$ cat src/rtl/bram_serial_tx_pkg.sv
// Shared types and default constants for the serial BRAM loader transmitter.
package bram_serial_tx_pkg;

    // Transmitter FSM states; PRE_RST is only reachable when the target-reset
    // feature is compiled in.
    typedef enum logic [2:0] {
        PRE_RST,
        IDLE,
        SETUP,
        HOLD,
        GAP,
        DONE
    } tx_state_t;

    localparam int HALF_BIT_DEF    = 4;
    localparam int BYTE_GAP_DEF    = 16;
    localparam int TOTAL_BYTES_DEF = 8192;   // 8 BRAMs x 1024 bytes
    localparam int CNT_W_DEF       = 14;
    localparam int RST_CYCLES_DEF  = 8;
    localparam int BITS_PER_BYTE   = 8;

    // Width of the shared phase timer; every phase length must fit in it.
    localparam int TIMER_W         = 16;

endpackage

$ cat src/rtl/bram_serial_tx_phase_timer.sv
// Loadable down-counter with a terminal-count flag, shared by all timed
// phases of the transmitter (bit setup, bit hold, byte gap, target reset).
module tx_phase_timer
    import bram_serial_tx_pkg::*;
#(
    parameter int                 W          = TIMER_W,
    parameter logic [W-1:0]       RST_VAL    = '0,
    parameter bit                 RST_ACTIVE = 1'b0
) (
    input  logic         clk,
    input  logic         resetn,
    input  logic         i_load,
    input  logic [W-1:0] i_load_val,
    output logic         o_tc
);

    logic [W-1:0] r_cnt;
    logic         r_active;

    // Count down from the loaded value; the phase ends on the cycle the
    // count sits at zero, after which the timer goes quiet until reloaded.
    always_ff @(posedge clk or negedge resetn) begin
        if (!resetn) begin
            r_cnt    <= RST_VAL;
            r_active <= RST_ACTIVE;
        end else if (i_load) begin
            r_cnt    <= i_load_val;
            r_active <= 1'b1;
        end else if (r_active) begin
            if (r_cnt == '0) begin
                r_active <= 1'b0;
            end else begin
                r_cnt <= r_cnt - 1'b1;
            end
        end
    end

    assign o_tc = r_active && (r_cnt == '0);

endmodule

$ cat src/rtl/bram_serial_tx.sv
// Host-side transmitter for the two-wire serial BRAM loader. Each accepted
// byte is sent MSB-first; sclk toggles once per bit so both edges carry data.
// Optional feature macro: BRAM_SERIAL_TX_TARGET_RST_EN adds the target_rst
// output, the RST_CYCLES parameter and the PRE_RST sequence.
module bram_serial_tx
    import bram_serial_tx_pkg::*;
#(
    parameter int HALF_BIT    = HALF_BIT_DEF,
    parameter int BYTE_GAP    = BYTE_GAP_DEF,
    parameter int TOTAL_BYTES = TOTAL_BYTES_DEF,
    parameter int CNT_W       = CNT_W_DEF
`ifdef BRAM_SERIAL_TX_TARGET_RST_EN
    ,
    parameter int RST_CYCLES  = RST_CYCLES_DEF
`endif
) (
    input  logic             clk,
    input  logic             resetn,
    input  logic [7:0]       in_data,
    input  logic             in_valid,
    output logic             in_ready,
    input  logic             restart,
    output logic             sclk,
    output logic             sdata,
    output logic             busy,
    output logic             done,
    output logic [CNT_W-1:0] byte_count
`ifdef BRAM_SERIAL_TX_TARGET_RST_EN
    ,
    output logic             target_rst
`endif
);

    // The receiver needs a 3-flop synchroniser margin on each side of a
    // toggle and time for its 6-cycle write between bytes.
    if (HALF_BIT < 3) begin : g_chk_half_bit
        $error("bram_serial_tx: HALF_BIT must be >= 3");
    end
    if (BYTE_GAP < 8) begin : g_chk_byte_gap
        $error("bram_serial_tx: BYTE_GAP must be >= 8");
    end
    if (TOTAL_BYTES >= (1 << CNT_W)) begin : g_chk_cnt_w
        $error("bram_serial_tx: CNT_W too narrow for TOTAL_BYTES");
    end

    localparam logic [TIMER_W-1:0] HB_LOAD   = TIMER_W'(HALF_BIT - 1);
    localparam logic [TIMER_W-1:0] GAP_LOAD  = TIMER_W'(BYTE_GAP - 1);
    localparam logic [CNT_W-1:0]   TOTAL_C   = CNT_W'(TOTAL_BYTES);
    localparam logic [2:0]         LAST_IDX  = 3'(BITS_PER_BYTE - 1);
`ifdef BRAM_SERIAL_TX_TARGET_RST_EN
    localparam logic [TIMER_W-1:0] RC_LOAD   = TIMER_W'(RST_CYCLES - 1);
    // The timer comes out of reset already timing the first target-reset phase.
    localparam logic [TIMER_W-1:0] TMR_RST   = RC_LOAD;
    localparam bit                 TMR_RST_A = 1'b1;
    localparam tx_state_t          ST_RST    = PRE_RST;
`else
    localparam logic [TIMER_W-1:0] TMR_RST   = '0;
    localparam bit                 TMR_RST_A = 1'b0;
    localparam tx_state_t          ST_RST    = IDLE;
`endif

    tx_state_t          r_state;
    logic [7:0]         r_shreg;
    logic [2:0]         r_bit_idx;
    logic               r_sclk;
    logic               r_sdata;
    logic               r_ready;
    logic               r_busy;
    logic               r_done;
    logic [CNT_W-1:0]   r_count;
`ifdef BRAM_SERIAL_TX_TARGET_RST_EN
    logic               r_target_rst;
    logic               r_rst_phase;    // 0: target_rst high half, 1: low half
`endif

    logic               w_in_ready;
    logic               w_accept;
    logic               w_tmr_load;
    logic [TIMER_W-1:0] w_tmr_val;
    logic               w_tmr_tc;
    logic [CNT_W-1:0]   w_count_inc;

    // restart wins over a simultaneous in_valid, so ready is withdrawn that cycle.
    assign w_in_ready  = r_ready && !restart;
    assign w_accept    = (r_state == IDLE) && in_valid && w_in_ready;
    assign w_count_inc = (r_count == TOTAL_C) ? r_count : r_count + 1'b1;

    // Decide when the phase timer is (re)loaded and with which phase length.
    always_comb begin
        w_tmr_load = 1'b0;
        w_tmr_val  = HB_LOAD;
        case (r_state)
            IDLE: begin
                if (w_accept) begin
                    w_tmr_load = 1'b1;
                end
`ifdef BRAM_SERIAL_TX_TARGET_RST_EN
                if (restart) begin
                    w_tmr_load = 1'b1;
                    w_tmr_val  = RC_LOAD;
                end
`endif
            end
            SETUP: begin
                if (w_tmr_tc) begin
                    w_tmr_load = 1'b1;
                end
            end
            HOLD: begin
                if (w_tmr_tc) begin
                    w_tmr_load = 1'b1;
                    if (r_bit_idx == 3'd0) begin
                        w_tmr_val = GAP_LOAD;
                    end
                end
            end
`ifdef BRAM_SERIAL_TX_TARGET_RST_EN
            DONE: begin
                if (restart) begin
                    w_tmr_load = 1'b1;
                    w_tmr_val  = RC_LOAD;
                end
            end
            PRE_RST: begin
                if (w_tmr_tc && !r_rst_phase) begin
                    w_tmr_load = 1'b1;
                    w_tmr_val  = RC_LOAD;
                end
            end
`endif
            default: ;
        endcase
    end

    tx_phase_timer #(
        .W          (TIMER_W),
        .RST_VAL    (TMR_RST),
        .RST_ACTIVE (TMR_RST_A)
    ) u_timer (
        .clk        (clk),
        .resetn     (resetn),
        .i_load     (w_tmr_load),
        .i_load_val (w_tmr_val),
        .o_tc       (w_tmr_tc)
    );

    // Main FSM: byte acceptance, bit serialisation, byte gap and image count.
    always_ff @(posedge clk or negedge resetn) begin
        if (!resetn) begin
            r_state      <= ST_RST;
            r_shreg      <= '0;
            r_bit_idx    <= '0;
            r_sclk       <= 1'b0;
            r_sdata      <= 1'b0;
            r_ready      <= 1'b0;
            r_busy       <= 1'b0;
            r_done       <= 1'b0;
            r_count      <= '0;
`ifdef BRAM_SERIAL_TX_TARGET_RST_EN
            r_target_rst <= 1'b1;
            r_rst_phase  <= 1'b0;
`endif
        end else begin
            case (r_state)
                IDLE: begin
                    if (restart) begin
                        r_count <= '0;
`ifdef BRAM_SERIAL_TX_TARGET_RST_EN
                        r_state      <= PRE_RST;
                        r_ready      <= 1'b0;
                        r_target_rst <= 1'b1;
                        r_rst_phase  <= 1'b0;
`else
                        r_ready <= 1'b1;
`endif
                    end else if (w_accept) begin
                        r_shreg   <= in_data;
                        r_sdata   <= in_data[7];
                        r_bit_idx <= LAST_IDX;
                        r_ready   <= 1'b0;
                        r_busy    <= 1'b1;
                        r_state   <= SETUP;
                    end else begin
                        r_ready <= 1'b1;
                    end
                end
                SETUP: begin
                    // sdata has been stable HALF_BIT cycles: clock it out.
                    if (w_tmr_tc) begin
                        r_sclk  <= ~r_sclk;
                        r_state <= HOLD;
                    end
                end
                HOLD: begin
                    if (w_tmr_tc) begin
                        r_shreg <= r_shreg << 1;
                        if (r_bit_idx == 3'd0) begin
                            r_state <= GAP;
                        end else begin
                            r_bit_idx <= r_bit_idx - 1'b1;
                            r_sdata   <= r_shreg[6];
                            r_state   <= SETUP;
                        end
                    end
                end
                GAP: begin
                    if (w_tmr_tc) begin
                        r_busy  <= 1'b0;
                        r_count <= w_count_inc;
                        if (w_count_inc == TOTAL_C) begin
                            r_done  <= 1'b1;
                            r_ready <= 1'b0;
                            r_state <= DONE;
                        end else begin
                            r_ready <= 1'b1;
                            r_state <= IDLE;
                        end
                    end
                end
                DONE: begin
                    if (restart) begin
                        r_count <= '0;
                        r_done  <= 1'b0;
`ifdef BRAM_SERIAL_TX_TARGET_RST_EN
                        r_state      <= PRE_RST;
                        r_target_rst <= 1'b1;
                        r_rst_phase  <= 1'b0;
`else
                        r_ready <= 1'b1;
                        r_state <= IDLE;
`endif
                    end
                end
`ifdef BRAM_SERIAL_TX_TARGET_RST_EN
                PRE_RST: begin
                    if (w_tmr_tc) begin
                        if (!r_rst_phase) begin
                            r_target_rst <= 1'b0;
                            r_rst_phase  <= 1'b1;
                        end else begin
                            r_ready <= 1'b1;
                            r_state <= IDLE;
                        end
                    end
                end
`endif
                default: begin
                    r_state <= IDLE;
                end
            endcase
        end
    end

    assign in_ready   = w_in_ready;
    assign sclk       = r_sclk;
    assign sdata      = r_sdata;
    assign busy       = r_busy;
    assign done       = r_done;
    assign byte_count = r_count;
`ifdef BRAM_SERIAL_TX_TARGET_RST_EN
    assign target_rst = r_target_rst;
`endif

endmodule

$ cat config.mk
export PLATFORM = sky130hd
export DESIGN_NAME = bram_serial_tx
export DESIGN_NICKNAME = d
export VERILOG_FILES = /design/src/rtl/bram_serial_tx_pkg.sv /design/src/rtl/bram_serial_tx_phase_timer.sv /design/src/rtl/bram_serial_tx.sv
export SDC_FILE = /design/constraint.sdc
export NUM_CORES = 1
export LEC_CHECK = 0
export CAP_MARGIN = 30
export CORE_MARGIN = 4
export CORE_UTILIZATION = 37
export DETAILED_ROUTE_END_ITERATION = 8
export SKIP_LAST_GASP = 1
export SYNTH_ARGS = -nofsm -noshare
export SYNTH_HDL_FRONTEND = slang
export SYNTH_SLANG_ARGS = --single-unit
$ cat constraint.sdc
create_clock -name clk -period 3.2 [get_ports clk]
set_input_delay 0.64 -clock clk [delete_from_list [all_inputs] [get_ports clk]]
set_output_delay 0.64 -clock clk [all_outputs]
set_load 0.02 [all_outputs]
==> flow_summary.toml <==
[worst_setup_path]
critPathArrivalTime_ns = 2.92
maximum_fanout_along_the_worst_path = 9
critical_path.slowest_cell = "sky130_fd_sc_hd__a2111oi_2"
timing.critical_path.slowest_cell_delay_ns = 0.50
cp-end-kind = "flip-flop"
timing.critical_path.cells = "ha_1, nand3_1, nor3_1, a31oi_1, a2111o_1, a2111oi_2, o21ai_0"
cell_type_group_with_the_largest_total_delay_on_the_critical_path = "compound AO/OA/AOI/OAI gates"
critical_path_class = "reg -> reg"
crit_path_start_kind = "flip-flop"
worstPathBufferInverterCount = 0
critPathRequiredTime_ns = 3.36

[grt]
initial_antenna_violation_count = 0
groute.usage.overall = 0.141
global_route.overflow_total = 0
first_global_vias = 2388
grt_first_pass_wirelength_mm = 11.3
largest_net_degree_at_the_start_of_global_routing = 50

[timing]
hold_slack_ns = 0.415
timing.final.max_slew_violations = 0
worst_slew_margin_rel = 0.538
finalSetupTns_ns = 0
period_share = 0.862
grt_setup_unrepaired = "no"
postLayoutSetupSlackWorst_ns = 0.442
finalSetupViolCount = 0
hold_viol = 0
transition_time_at_the_pin_with_the_least_slew_margin_ns = 0.686
fin_worst_skew_ns = 0.00926
finalCriticalPeriod_ns = 2.76
f_max_mhz = 363

[routing]
met2RoutedLength_mm = 2.90
route.antenna.remaining_nets = 0
routed_via_density = 5.29
wl_mm = 6.41
first_iter_violations = 97
detail_routed_net_length_per_standard_cell_um = 13.8
detail_route.drc_violations = 0
num_vias = 2449
wl_met1_mm = 3.23
iteration_count_of_the_initial_detailed_routing_pass = 4
wl_met3_um = 228
top_layer = "met4"

[logic_synthesis]
synth_enable_flop_cells = 0
synth.net_count = 356
synth.avg_cell_area_um2 = 8.63
ys_ff_latch = 49
area_of_the_mapped_netlist_um2 = 2920
netlist_cell_types = 56
yosys_most_used_dff = "sky130_fd_sc_hd__dfrtp_1"
synth_top_cell_area_share = 0.412
synth-warning-count = 0
ys_seq_area_frac = 0.421
syn_inst = 338
ys_async_sr_fraction = 1.00
cell_types_occupying_the_most_area_after_synthesis = "sky130_fd_sc_hd__dfrtp_1 (41%), sky130_fd_sc_hd__nor2_1 (5.5%), sky130_fd_sc_hd__o21ai_0 (5.5%)"
yosysTopAreaCell = "sky130_fd_sc_hd__dfrtp_1"

[power]
clockPowerShare = 0.176
netSwitchingFraction = 0.375
comb_power_share = 0.363
pwr-share-seq = 0.461
netSwitchingPower_w = 0.000771
fin_total_pwr_w = 0.00206
cellLeakagePower_nw = 1.38
intPower_w = 0.00129
power.density_nw_per_um2 = 611
vdd.ir_drop.worst_mv = 0.387

[floorplanning]
core_area_um2 = 7690
die_h_um = 96.8
row_count = 32
design.die.area_um2 = 9370
io_pins = 31
initial_core_util = 0.379
die-width_um = 96.8

[run]
max-cap-violations = 0

[clock_tree]
ctsRootBufferMaster = "sky130_fd_sc_hd__clkbuf_8"
cts-resized-gates = 0
clock_insertion_delay_at_the_later_pin_of_the_skew_report_ns = 0.30
cts_hold_repair.buffers = 0
postCtsSetupRepairBufs = 0
cts_num_sinks = 49
cts_buffers = 5
tritoncts_clock_tree = "built"
max-clock-path-buffers = 2
clkSlewWorstSetupHoldPaths_ns = 0.09
cts_max_level = 2

[placement]
count_of_buffers_from_port_buffering = 30
gpl.final_weighted_congestion = 0.830
detailedPlacementHpwl_mm = 4.61
worst_slack_placed_ns = 0.461

[cells_and_area]
num_antenna_cells = 0
synthToLayoutAreaGrowth_pct = 15.5
final_nets = 378
layout-drive-gt1-share = 0.0637

[worst_hold_path]
hold_wc_path_type = "in -> async"

[run_status]
status = "completed"
==> synthesized netlist by cell type, types with 2 or more instances <==
master                      instances
sky130_fd_sc_hd__dfrtp_1           48
sky130_fd_sc_hd__nor2_1            43
sky130_fd_sc_hd__nand2_1           33
sky130_fd_sc_hd__o21ai_0           32
sky130_fd_sc_hd__nand3_1           16
sky130_fd_sc_hd__nor3_1            16
sky130_fd_sc_hd__inv_1             12
sky130_fd_sc_hd__a21oi_1           11
sky130_fd_sc_hd__clkbuf_1          11
sky130_fd_sc_hd__xnor2_1           11
sky130_fd_sc_hd__buf_2              7
sky130_fd_sc_hd__xor2_1             7
sky130_fd_sc_hd__ha_1               6
sky130_fd_sc_hd__mux2i_1            6
sky130_fd_sc_hd__or3_1              6
sky130_fd_sc_hd__nand2b_1           5
sky130_fd_sc_hd__nor2b_1            5
sky130_fd_sc_hd__a31oi_1            4
sky130_fd_sc_hd__nor4_1             4
sky130_fd_sc_hd__o21a_1             4
sky130_fd_sc_hd__and2_1             3
sky130_fd_sc_hd__nand4_1            3
sky130_fd_sc_hd__o21ai_1            3
sky130_fd_sc_hd__a211o_1            2
sky130_fd_sc_hd__a2bb2oi_1          2
sky130_fd_sc_hd__and3_1             2
sky130_fd_sc_hd__nor3b_1            2
sky130_fd_sc_hd__nor4b_1            2
sky130_fd_sc_hd__o2111a_1           2
sky130_fd_sc_hd__o31ai_1            2
sky130_fd_sc_hd__o41ai_1            2
sky130_fd_sc_hd__or3b_2             2
==> path summary, 6_finish.rpt <==
check,from,to,slack (ns),depth (start not counted)
hold reg to reg,sclk,sclk,0.47,1
hold / removal,resetn,r_state[2],0.42,2
max in group asynchronous,resetn,u_timer.r_cnt[10],2.33,2
setup / recovery,byte_count[0],r_ready,0.44,7
setup reg to reg,byte_count[0],r_ready,0.44,7
min in group clk,sclk,sclk,0.47,1
==> per-stage QoR <==
stage          instance area, um2   util  instances
2_1_floorplan                2920      -        338
3_5_place_dp                 3280  0.427        455
5_1_grt                      3370  0.438        463
6_report                     3370  0.438        463
4_1_cts                      3370  0.438        463
3_3_place_gp                 3270  0.426        454
==> layer usage <==
layer	track usage	vias to the layer above
met5	0	-
met2	0.225	39
li1	-	1238
met1	0.201	1167
met4	0.0302	0
met3	0.0260	5
==> power groups by stage <==
stage                     combinational, W  sequential (W)  clock, W
after floorplan                   0.000605        0.000913         0
after global placement            0.000741        0.000953         0
after detailed placement          0.000759        0.000954         0
after CTS                         0.000761        0.000946  0.000381
after global routing              0.000855        0.000971  0.000405
final                             0.000748        0.000947  0.000362
==> cell usage in the layout, fill, tap and decap left out, types with 5 or more instances in the layout <==
master,netlist,final
sky130_fd_sc_hd__xor2_1,7,7
sky130_fd_sc_hd__or3_1,6,6
sky130_fd_sc_hd__o21ai_0,32,32
sky130_fd_sc_hd__nor2b_1,5,5
sky130_fd_sc_hd__ha_1,6,6
sky130_fd_sc_hd__nand3_1,16,16
sky130_fd_sc_hd__inv_1,12,12
sky130_fd_sc_hd__clkbuf_8,0,5
sky130_fd_sc_hd__a21oi_1,11,11
sky130_fd_sc_hd__nor3_1,16,16
sky130_fd_sc_hd__nand2_1,33,33
sky130_fd_sc_hd__dfrtp_1,48,48
sky130_fd_sc_hd__nor2_1,43,43
sky130_fd_sc_hd__nand2b_1,5,5
sky130_fd_sc_hd__xnor2_1,11,11
sky130_fd_sc_hd__mux2i_1,6,6
sky130_fd_sc_hd__clkdlybuf4s50_1,0,29
==> state kept, by name (all words and copies together) (netlist names) <==
register and flops:
done 1, u_timer.r_cnt 16, byte_count 14, r_shreg 7, r_ready 1, r_bit_idx 3, u_timer.r_active 1, r_state 3
busy 1, sclk 1, sdata 1
==> kinds of logic (layout without fill, tap and decap cells) <==
logic type | Yosys count | after routing | share of synthesized area
compound gates | 77 | 77 | 0.172
xor+xnor | 18 | 18 | 0.0541
fa+ha+maj | 6 | 6 | 0.0257
buf+inv | 31 | 54 | 0.0455
flops | 49 | 49 | 0.421
mux | 6 | 6 | 0.0206
simple gates | 151 | 151 | 0.261
==> layout make-up <==
type	count	area (um2)
inverters	12	45.0
clock buffers	5	68.8
repair buffers	34	325
clock inverters	3	17.5
fillers	796	4320
well taps	102	128
flip-flops and latches	49	1230
multi-input cells	258	1560
No activity file was read; power rests on OpenSTA's default activity.
